File: src/rtl/instr_fetch_arbiter.sv
`default_nettype none
// +--------------------------------------------------------------------------+
// | instr_fetch_arbiter: round-robin sharing of one 1-cycle-latency          |
// | instruction RAM read port among NUM_CORES fetchers.                      |
// | Option: IFA_FIXED_PRIO_EN selects fixed priority (core 0 highest).       |
// | Revision: 1.0                                                            |
// +--------------------------------------------------------------------------+
module instr_fetch_arbiter #(
    parameter int NUM_CORES = 4,
    parameter int ADDR_W    = 8,
    parameter int DATA_W    = 8
) (
    input  logic                        clock,
    input  logic                        reset_n,
    input  logic [NUM_CORES-1:0]        req,
    input  logic [NUM_CORES*ADDR_W-1:0] addr,
    output logic [NUM_CORES-1:0]        gnt,
    output logic [NUM_CORES-1:0]        valid,
    output logic [NUM_CORES*DATA_W-1:0] instr,
    output logic                        mem_en,
    output logic [ADDR_W-1:0]           mem_addr,
    input  logic [DATA_W-1:0]           mem_rdata
);

    localparam int              c_ID_W = (NUM_CORES > 1) ? $clog2(NUM_CORES) : 1;
    localparam logic [c_ID_W:0] c_NUM  = (c_ID_W + 1)'(NUM_CORES);

    logic [NUM_CORES-1:0]        r_inflight;
    logic [NUM_CORES-1:0]        r_valid;
    logic [NUM_CORES*DATA_W-1:0] r_instr;
    logic                        r_s1_vld;
    logic [c_ID_W-1:0]           r_s1_id;

    logic [NUM_CORES-1:0]        w_elig;
    logic [NUM_CORES-1:0]        w_clr;
    logic [c_ID_W-1:0]           w_rr_ptr;
    logic [c_ID_W-1:0]           w_win;
    logic [c_ID_W:0]             w_idx;
    logic                        w_found;

    assign w_elig = req & ~r_inflight;

    // Rotating scan from the pointer; one extra index bit absorbs the wrap.
    always_comb begin
        w_found = 1'b0;
        w_win   = '0;
        w_idx   = '0;
        for (int k = 0; k < NUM_CORES; k++) begin
            w_idx = {1'b0, w_rr_ptr} + (c_ID_W + 1)'(k);
            if (w_idx >= c_NUM) begin
                w_idx = w_idx - c_NUM;
            end
            if (!w_found && w_elig[w_idx[c_ID_W-1:0]]) begin
                w_found = 1'b1;
                w_win   = w_idx[c_ID_W-1:0];
            end
        end
        // Combinational outputs must read zero while reset is held.
        if (!reset_n) begin
            w_found = 1'b0;
        end
    end

    always_comb begin
        gnt      = '0;
        mem_addr = '0;
        if (w_found) begin
            gnt[w_win] = 1'b1;
            mem_addr   = addr[w_win*ADDR_W +: ADDR_W];
        end
    end

    assign mem_en = w_found;

    always_comb begin
        w_clr = '0;
        if (r_s1_vld) begin
            w_clr[r_s1_id] = 1'b1;
        end
    end

    always_ff @(posedge clock or negedge reset_n) begin
        if (!reset_n) begin
            r_inflight <= '0;
            r_s1_vld   <= 1'b0;
            r_s1_id    <= '0;
            r_valid    <= '0;
            r_instr    <= '0;
        end else begin
            r_inflight <= (r_inflight & ~w_clr) | gnt;
            r_s1_vld   <= w_found;
            if (w_found) begin
                r_s1_id <= w_win;
            end
            r_valid <= w_clr;
            if (r_s1_vld) begin
                r_instr[r_s1_id*DATA_W +: DATA_W] <= mem_rdata;
            end
        end
    end

`ifdef IFA_FIXED_PRIO_EN
    assign w_rr_ptr = '0;
`else
    logic [c_ID_W-1:0] r_rr_ptr;

    always_ff @(posedge clock or negedge reset_n) begin
        if (!reset_n) begin
            r_rr_ptr <= '0;
        end else if (w_found) begin
            r_rr_ptr <= (w_win == c_ID_W'(NUM_CORES - 1)) ? '0 : w_win + c_ID_W'(1);
        end
    end

    assign w_rr_ptr = r_rr_ptr;
`endif

    assign valid = r_valid;
    assign instr = r_instr;

endmodule
`default_nettype wire

File: config.mk
export PLATFORM = sky130hd
export DESIGN_NAME = instr_fetch_arbiter
export DESIGN_NICKNAME = d
export VERILOG_FILES = /design/src/rtl/instr_fetch_arbiter.sv
export SDC_FILE = /design/constraint.sdc
export NUM_CORES = 1
export LEC_CHECK = 0
export ABC_AREA = 0
export CAP_MARGIN = 20
export CELL_PAD_IN_SITES_DETAIL_PLACEMENT = 0
export CELL_PAD_IN_SITES_GLOBAL_PLACEMENT = 2
export CORE_AREA = 2 2 104 86
export CTS_CLUSTER_DIAMETER = 60
export DETAILED_ROUTE_END_ITERATION = 8
export DIE_AREA = 0 0 106 88
export MAX_ROUTING_LAYER = met4
export PLACE_DENSITY = 0.77
export SETUP_SLACK_MARGIN = 0.2
export SKIP_LAST_GASP = 1
export SLEW_MARGIN = 20
export SYNTH_ARGS = -nofsm -noshare
export SYNTH_HDL_FRONTEND = slang
export SYNTH_SLANG_ARGS = --single-unit
File: constraint.sdc
create_clock -name clock -period 2.6 [get_ports clock]
set_clock_uncertainty 0.1 [all_clocks]
set_input_delay 0.26 -clock clock [delete_from_list [all_inputs] [get_ports clock]]
set_output_delay 0.26 -clock clock [all_outputs]
set_load 0.05 [all_outputs]
# ---- Word-level counts from Yosys, hierarchy flattened
# Index checks and enable logic that the tools add are counted.
dict set report totals {
  reg_bits 45
  input_bits 46
  wordCells 74
  out_inout_bits 49
}
dict set report op_classes {
  n_mux 30
  n_addsub 9
  magnitude_cmp 12
  eq_ne 1
  shifts 3
  n_reduce_logical 8
  n_bitwise 5
}
# cell count
set op_table {}
lappend op_table {{$neg 5->34} 1}
lappend op_table {{$shift 8x34->32 const A} 1}
lappend op_table {{$shiftx 8x34->32} 1}
lappend op_table {{$bwmux 32} 1}
lappend op_table {{$shiftx 32x6->8} 1}
lappend op_table {{$lt 2x3->1 const B} 6}
lappend op_table {{$mux 2} 9}
lappend op_table {{$mux 1} 11}
lappend op_table {{$ge 3x3->1 const B} 3}
lappend op_table {{$and 4x4->4} 2}
lappend op_table {{$bmux 1 s2} 4}
lappend op_table {{$mux 4} 2}
lappend op_table {{$mux 8} 1}
lappend op_table {{$not 4->4} 2}
lappend op_table {{$sub 2x1->2 const B} 4}
lappend op_table {{$add 2x2->3 const B} 2}
lappend op_table {{$logic_and 1x1->1} 5}
lappend op_table {{$demux 1 s2} 2}
lappend op_table {{$ge 2x1->1 const B} 2}
lappend op_table {{$or 4x4->4} 1}
lappend op_table {{$add 2x1->3 const B} 1}
lappend op_table {{$ge 2x3->1 const B} 1}
lappend op_table {{$logic_not 1->1} 3}
lappend op_table {{$add 2x1->2 const B} 1}
lappend op_table {{$eq 2x2->1 const B} 1}

# ---- Depth between registers and ports, before layout
# Gate-level depths: netlist of the first run.
dict set report depth {
  ltp_word 20
  ltp_mapped 7
}

# ---- Worst setup path before layout of the first run
# Ideal clock, no wire load.
dict set report synth_timing {
  path_kind {register to output}
  startpoint {reg r_rr_ptr[0]}
  endpoint {out mem_addr[0]}
  stages_incl_launch_ff 8
  required_ps 2240
  n_path_buf 2
  path_slack_ps -7
  t_arrival_ps 2247
  cell_sequence {dfrtp_1 -> or3b_1 -> a21boi_1 -> a32o_1 -> buf_6 -> nand2b_4 -> buf_6 -> o22ai_1}
}
dict set report synth_via {
  elab_chain_cells 16
}
# element line_no
set synth_lines {}
lappend synth_lines {{start, declared} 105} ;# logic [c_ID_W-1:0] r_rr_ptr;
lappend synth_lines {{start signal, assigned} 111} ;# r_rr_ptr <= (w_win == c_ID_W'(NUM_CORES - 1)) ? '0 : w_win + c_ID_W'(1);
lappend synth_lines {{branches (longest 15 deep; another with $add 2x1->3)} --}
lappend synth_lines {{$mux 8 *} 67} ;# if (w_found) begin
lappend synth_lines {{end, declared} 21} ;# output logic [ADDR_W-1:0] mem_addr,
# Mark *: on every way between the ends. The select of a mux whose other input is x is not followed.

# ---- Worst setup path in the final report of the first run
dict set report layout_timing {
  startpoint {reg r_rr_ptr[0]}
  endpoint {out mem_addr[5]}
}
# Same word-level chain as after synthesis.

==> impl_metrics.csv, run 1 <==
group,metric,value,unit
grt,grt_antenna_before_repair,0,
power,power_density,1230,nW/um^2
clocking,cts_root_buffer,"clkbuf_8",
routing,routed_wl,6.41,mm
power,p_comb_frac,0.651,
clocking,cts_tree,"built",
logic_synthesis,ys_async_sr_fraction,1.00,
flow_run,drv_cap,0,
timing,rsz0062_at_grt,"yes",
logic_synthesis,synthDistinctLibCells,33,
routing,drt_pass1_iterations,4,
logic_synthesis,synth-compound-area-share,0.211,
placement,gp_congestion,0.783,
critical_path,r2r-start,"r_inflight[0]",
power,p_leak,1.66,nW
grt,grt_max_degree,46,
clocking,ctsHoldBuffers,0,
grt,grtUsageTotal,0.136,
timing,hold_viol_final,2,
floorplanning,pin_count,95,
status,violations,"hold timing",
logic_synthesis,synth_top_family_by_area,"compound AO/OA/AOI/OAI gates",
timing,finalSetupViolations,0,
logic_synthesis,netlist_area,2120,um^2
clocking,clockBufferDepth,2,
critical_path,cp-startpoint,"r_rr_ptr[0]",
cells_and_area,syn_to_final_growth,76.7,%
grt,grt_overflow,0,
routing,vias,1790,
logic_synthesis,yosys-mux-area-fraction,0.0757,
routing,drt_iter0_drc,53,
critical_path,cp-end-kind,"primary output",
routing,drc,0,
floorplanning,die_area,9330,um^2
power,internal_power,2.54,mW
power,clkPwrFrac,0.115,
clocking,cts_buffers,5,
floorplanning,die_h,88,um
logic_synthesis,ys.warnings.count,0,
logic_synthesis,yosysSeqAreaShare,0.532,
routing,postRouteAntennaNets,0,
logic_synthesis,synth_area_per_cell,12.8,um^2
critical_path,worstPathRequired,2.24,ns
logic_synthesis,synth_top_flop_cell,"dfrtp_1",
critical_path,worstRegToRegCells,7,
placement,portBuffers,94,
floorplanning,die_w,106,um
logic_synthesis,yosys.area_share.simple,0.108,
timing,setup-tns-final,0,ns
routing,wl_per_cell,16.2,um
clocking,clock-sinks,45,
timing,period_share,0.977,
logic_synthesis,syn_nets,217,
logic_synthesis,syn_inst,165,
grt,grt_pass1_wl,9.45,mm
clocking,clkLatencyLatePin,0.30,ns
critical_path,r2r_slack,0.55,ns
cells_and_area,final_common_cell,"clkdlybuf4s50_1",
clocking,htreeDepth,2,
cells_and_area,nNetsFinal,335,
critical_path,cp.arrival,2.18,ns
timing,tightest_slew,0.603,ns
timing,report.final.slew_viol_count,0,
logic_synthesis,synth_edf_count,0,
clocking,clk_pin_slew_worst_paths,0.09,ns
logic_synthesis,ys_ff_latch,45,
placement,place_hpwl,4.54,mm
cells_and_area,drive_gt1_frac,0.254,
critical_path,critPathMaxFanout,8,
timing,period_needed,2.54,ns
power,ir_drop,0.423,mV
logic_synthesis,yosys.area_share.adder,0.0355,
timing,max_freq,0.394,GHz
critical_path,path_class,"register to primary output",
power,p_sw,2.04,mW
timing,holdWs,-0.00134,ns
status,status,"finished, violations left",
power,total_power,4.58,mW
cells_and_area,final_cell_mix,"clkdlybuf4s50_1, dfrtp_1, a22o_1, buf_4, mux2i_1",
timing,maxSlewHeadroom,0.596,
cells_and_area,n_antenna_cell,0,
logic_synthesis,synth_xor_area_frac,0,
grt,grt_pass1_vias,1862,
critical_path,cp-start-kind,"register",
floorplanning,num_rows,30,
min_path,hp-class,"input pin to asynchronous set/reset pin",
floorplanning,core,8300,um^2
critical_path,endpoint,"mem_addr[5]",
routing,viasPerCell,4.52,
power,power_frac_seq,0.234,
power,p_sw_frac,0.445,
floorplanning,initial_utilization,0.255,
critical_path,r2r-end,"r_inflight[3]",
synthesized netlist by cell type, types with 2 or more instances:
| master | instances | share of area |
|---|---|---|
| ha_1 | 6 | 0.035 |
| nor4b_2 | 3 | 0.021 |
| clkbuf_1 | 3 | 0.0053 |
| a22o_1 | 32 | 0.13 |
| nor2b_1 | 3 | 0.0089 |
| a21oi_1 | 3 | 0.0071 |
| a21o_1 | 4 | 0.014 |
| mux2i_1 | 16 | 0.076 |
| inv_1 | 6 | 0.011 |
| buf_6 | 3 | 0.016 |
| nand2_1 | 12 | 0.021 |
| dfrtp_1 | 45 | 0.53 |
| o22ai_1 | 8 | 0.024 |
| o21ai_1 | 2 | 0.0047 |
power by group through the flow:
stage	logic, mW	clock network, mW	registers [mW]
floorplan	1.13	0	1.56
global placement	2.62	0	1.08
detailed placement	2.64	0	1.08
CTS	2.72	0.539	1.07
global route	3.14	0.564	1.10
finish	2.99	0.526	1.07
routing by layer:
| metal | global-route usage | routed length [um] |
|---|---|---|
| met5 | - | 0 |
| met1 | 0.168 | 2890 |
| met2 | 0.229 | 3210 |
| met4 | 0.0395 | 68 |
| met3 | 0.0253 | 243 |
kinds of logic (layout without fill, tap and decap cells):
| logic type | count (synthesis) | count (layout) |
|---|---|---|
| multiplexers | 16 | 16 |
| flip-flops | 45 | 45 |
| adder cells (fa/ha/maj) | 6 | 6 |
| AND/OR/NAND/NOR | 30 | 30 |
| buffers and inverters | 14 | 133 |
| AO/OA/AOI/OAI | 54 | 54 |
area by class of cell:
type | instances | area (um^2)
Tap cell | 112 | 140
Fill cell | 766 | 4560
Timing Repair Buffer | 118 | 1280
Inverter | 7 | 26.3
Clock buffer | 6 | 72.6
Multi-Input combinational cell | 106 | 1050
Sequential cell | 45 | 1130
Clock inverter | 2 | 38.8
sequential cells by signal (all words and copies together) (netlist names):
| signal | count |
|---|---|
| r_inflight | 4 |
| r_s1_vld | 1 |
| instr | 32 |
| valid | 4 |
| r_s1_id | 2 |
| r_rr_ptr | 2 |
through the flow:
| stage | setup WS, ns | hold slack, ns | std cells | util | area (um^2) |
|---|---|---|---|---|---|
| detailed placement | -0.00879 | 0.373 | 381 | 0.410 | 3400 |
| global route | -0.0409 | 0.0582 | 396 | 0.451 | 3740 |
| floorplan | -0.00665 | -0.136 | 165 | - | 2120 |
| global placement | 0.0201 | 0.360 | 381 | 0.410 | 3400 |
| CTS | 0.0685 | 0.0378 | 390 | 0.431 | 3570 |
| finish | 0.0596 | -0.00134 | 396 | 0.451 | 3740 |
how the worst min path moves through the flow:
stage	startpoint	endpoint	slack [ns]	depth (start not counted)
after floorplan	reset_n	instr[0]	-0.14	0
final	reset_n	instr[17]	-0.001	2
after global placement	reset_n	instr[23]	0.36	2
after global routing	reset_n	instr[31]	0.06	2
after CTS	reset_n	instr[29]	0.04	2
after detailed placement	reset_n	instr[31]	0.37	2
critical path: stages (launching register included):
cell	delay [ns]
dfrtp_1	0.41
or3b_4	0.41
a21boi_1	0.13
a32o_2	0.29
nand2b_4	0.23
o22ai_2	0.25
buf_12	0.16
what timing repair did:
item	in CTS	in global routing
gates resized for setup	11	14
buffers inserted	1	4
endpoints found under the setup margin	12	20
pin swaps	1	4
gates cloned	0	2
Note: power is estimated with default switching activity, not from simulation.
==> run 2: changes to the inputs <==
--- a/config.mk
+++ b/config.mk
@@ -17,7 +17,7 @@
 export PLACE_DENSITY = 0.77
 export SETUP_SLACK_MARGIN = 0.2
 export SKIP_LAST_GASP = 1
-export SLEW_MARGIN = 20
+export SLEW_MARGIN = 40
 export SYNTH_ARGS = -nofsm -noshare
 export SYNTH_HDL_FRONTEND = slang
 export SYNTH_SLANG_ARGS = --single-unit
==> run 2 against run 1 <==
  * The run now ends clean
  * Wire length down 3.1%
  * Hold slack better by 0.0068 ns
  * Maximum frequency up 0.51%
  * Non-clock buffer count down 5
  * Via count down 0.73%
  * Critical endpoint is now mem_addr[3]
==> impl_metrics.csv, run 2 (same netlist as run 1, synthesis figures left out) <==
group,metric,value,unit
status,status,"completed",
power,p_leak,1.60,nW
timing,report.final.slew_viol_count,0,
clocking,cts_buffers,5,
grt,grt_max_degree,46,
placement,pre_cts_ws,-0.00782,ns
critical_path,cp-end-kind,"primary output",
routing,drt_iter0_drc,53,
power,power_density,1210,nW/um^2
cells_and_area,drive_gt1_frac,0.233,
cells_and_area,fillers,779,
placement,place_hpwl,4.53,mm
critical_path,path_class,"register to primary output",
grt,grt_overflow,0,
timing,period_share,0.972,
floorplanning,pin_count,95,
placement,dp.cells,381,
clocking,cts_root_buffer,"clkbuf_8",
timing,hold_viol_final,0,
cells_and_area,n_antenna_cell,0,
floorplanning,initial_utilization,0.255,
cells_and_area,syn_to_final_growth,70.7,%
routing,drc,0,
critical_path,worstPathRequired,2.24,ns
critical_path,r2r-start,"r_rr_ptr[0]",
power,ir_drop,0.397,mV
clocking,clkLatencyLatePin,0.30,ns
cells_and_area,nNetsFinal,330,
floorplanning,num_rows,30,
timing,finalSetupViolations,0,
critical_path,cp.arrival,2.17,ns
critical_path,r2r_slack,0.54,ns
timing,rsz0062_at_grt,"yes",
critical_path,critPathMaxFanout,8,
cells_and_area,post-route-util,0.435,
floorplanning,die_h,88,um
timing,setup-tns-final,0,ns
min_path,hp-class,"input pin to asynchronous set/reset pin",
routing,drt_pass1_iterations,4,
grt,grt_antenna_before_repair,0,
flow_run,drv_cap,0,
timing,fin_ws,0.0725,ns
routing,routed_wl,6.22,mm
timing,maxSlewHeadroom,0.610,
routing,vias,1777,
critical_path,cp-start-kind,"register",
critical_path,r2r-end,"r_inflight[3]",
floorplanning,die_w,106,um
grt,grtUsageTotal,0.141,
placement,post_dp_cell_area,3410,um^2
placement,gp_congestion,0.783,
routing,wl_per_cell,15.9,um
cells_and_area,final_common_cell,"clkdlybuf4s50_1",
grt,grt_pass1_vias,1906,
floorplanning,core,8300,um^2
timing,tightest_slew,0.583,ns
routing,postRouteAntennaNets,0,
cells_and_area,final_cell_mix,"clkdlybuf4s50_1, dfrtp_1, a22o_1, buf_4, mux2i_1",
clocking,clk_pin_slew_worst_paths,0.09,ns
clocking,cts_tree,"built",
timing,max_freq,0.396,GHz
timing,period_needed,2.53,ns
clocking,clockBufferDepth,2,
cells_and_area,largest_reg_flops,32,
grt,grt_pass1_wl,9.94,mm
cells_and_area,fin_area,3610,um^2
routing,viasPerCell,4.54,
clocking,clock-sinks,45,
floorplanning,die_area,9330,um^2
critical_path,worstRegToRegCells,7,
placement,portBuffers,94,
clocking,htreeDepth,2,
cells_and_area,instances_no_fill,391,
run 2: cell types whose count changed in the layout (fill, tap and decap cells not counted), sizes merged:
| cell | change |
|---|---|
| dlymetal6s2s | -1 |
| buf | -3 |
| clkdlybuf4s50 | +1 |
| clkbuf | -2 |
run 2: per-layer routing:
metal	vias up	part of all wire	GRT usage	routed length, um
li1	855	-	-	-
met1	873	0.45	0.178	2790
met2	44	0.51	0.238	3160
met3	5	0.035	0.0260	219
met4	0	0.0071	0.0323	44
met5	-	0	-	0
run 2: cell type report:
cell class                      count  area (um^2)  area share
Timing Repair Buffer              113         1210       0.334
Clock inverter                      2         38.8      0.0107
Tap cell                          112          140      0.0388
Multi-Input combinational cell    106         1000       0.277
Inverter                            7         26.3     0.00728
Clock buffer                        6         72.6      0.0201
Sequential cell                    45         1130       0.312
run 2: timing repair:
action,in CTS,in global routing
resized for setup,13,2
setup endpoints to repair,12,12
buffers inserted,1,1
hold buffers,0,0
pin swaps,1,0
run 2: worst max-delay path by stage:
| stage | startpoint | endpoint | slack (ns) | depth (start not counted) |
|---|---|---|---|---|
| floorplan | r_rr_ptr[0] | mem_addr[0] | -0.007 | 7 |
| global placement | req[0] | mem_addr[4] | 0.02 | 7 |
| detailed placement | req[0] | mem_addr[0] | -0.008 | 7 |
| CTS | r_rr_ptr[0] | mem_addr[4] | 0.07 | 6 |
| global route | r_rr_ptr[0] | mem_addr[6] | -0.02 | 7 |
| finish | r_rr_ptr[0] | mem_addr[3] | 0.07 | 6 |
run 2: where the power goes:
group	internal, mW	leakage [nW]	total (mW)	switching, mW
Sequential	0.912	0.603	1.07	0.156
Clock	0.289	0.0554	0.529	0.240
Combinational	1.19	0.943	2.76	1.57
Total	2.40	1.60	4.36	1.96
run 2: through the flow:
step | total power [mW] | hold WS (ns)
floorplan | 2.69 | -0.136
global placement | 3.70 | 0.360
detailed placement | 3.73 | 0.372
CTS | 4.36 | 0.0463
global route | 4.57 | 0.0655
finish | 4.36 | 0.00543
run 2: worst max-delay path, cell delays in order (launching register included):
cell and delay, ns:
dfrtp_1 0.42, or3b_1 0.39, a21boi_1 0.13, a32o_2 0.28, nand2b_4 0.23, o22ai_2 0.24, buf_12 0.16
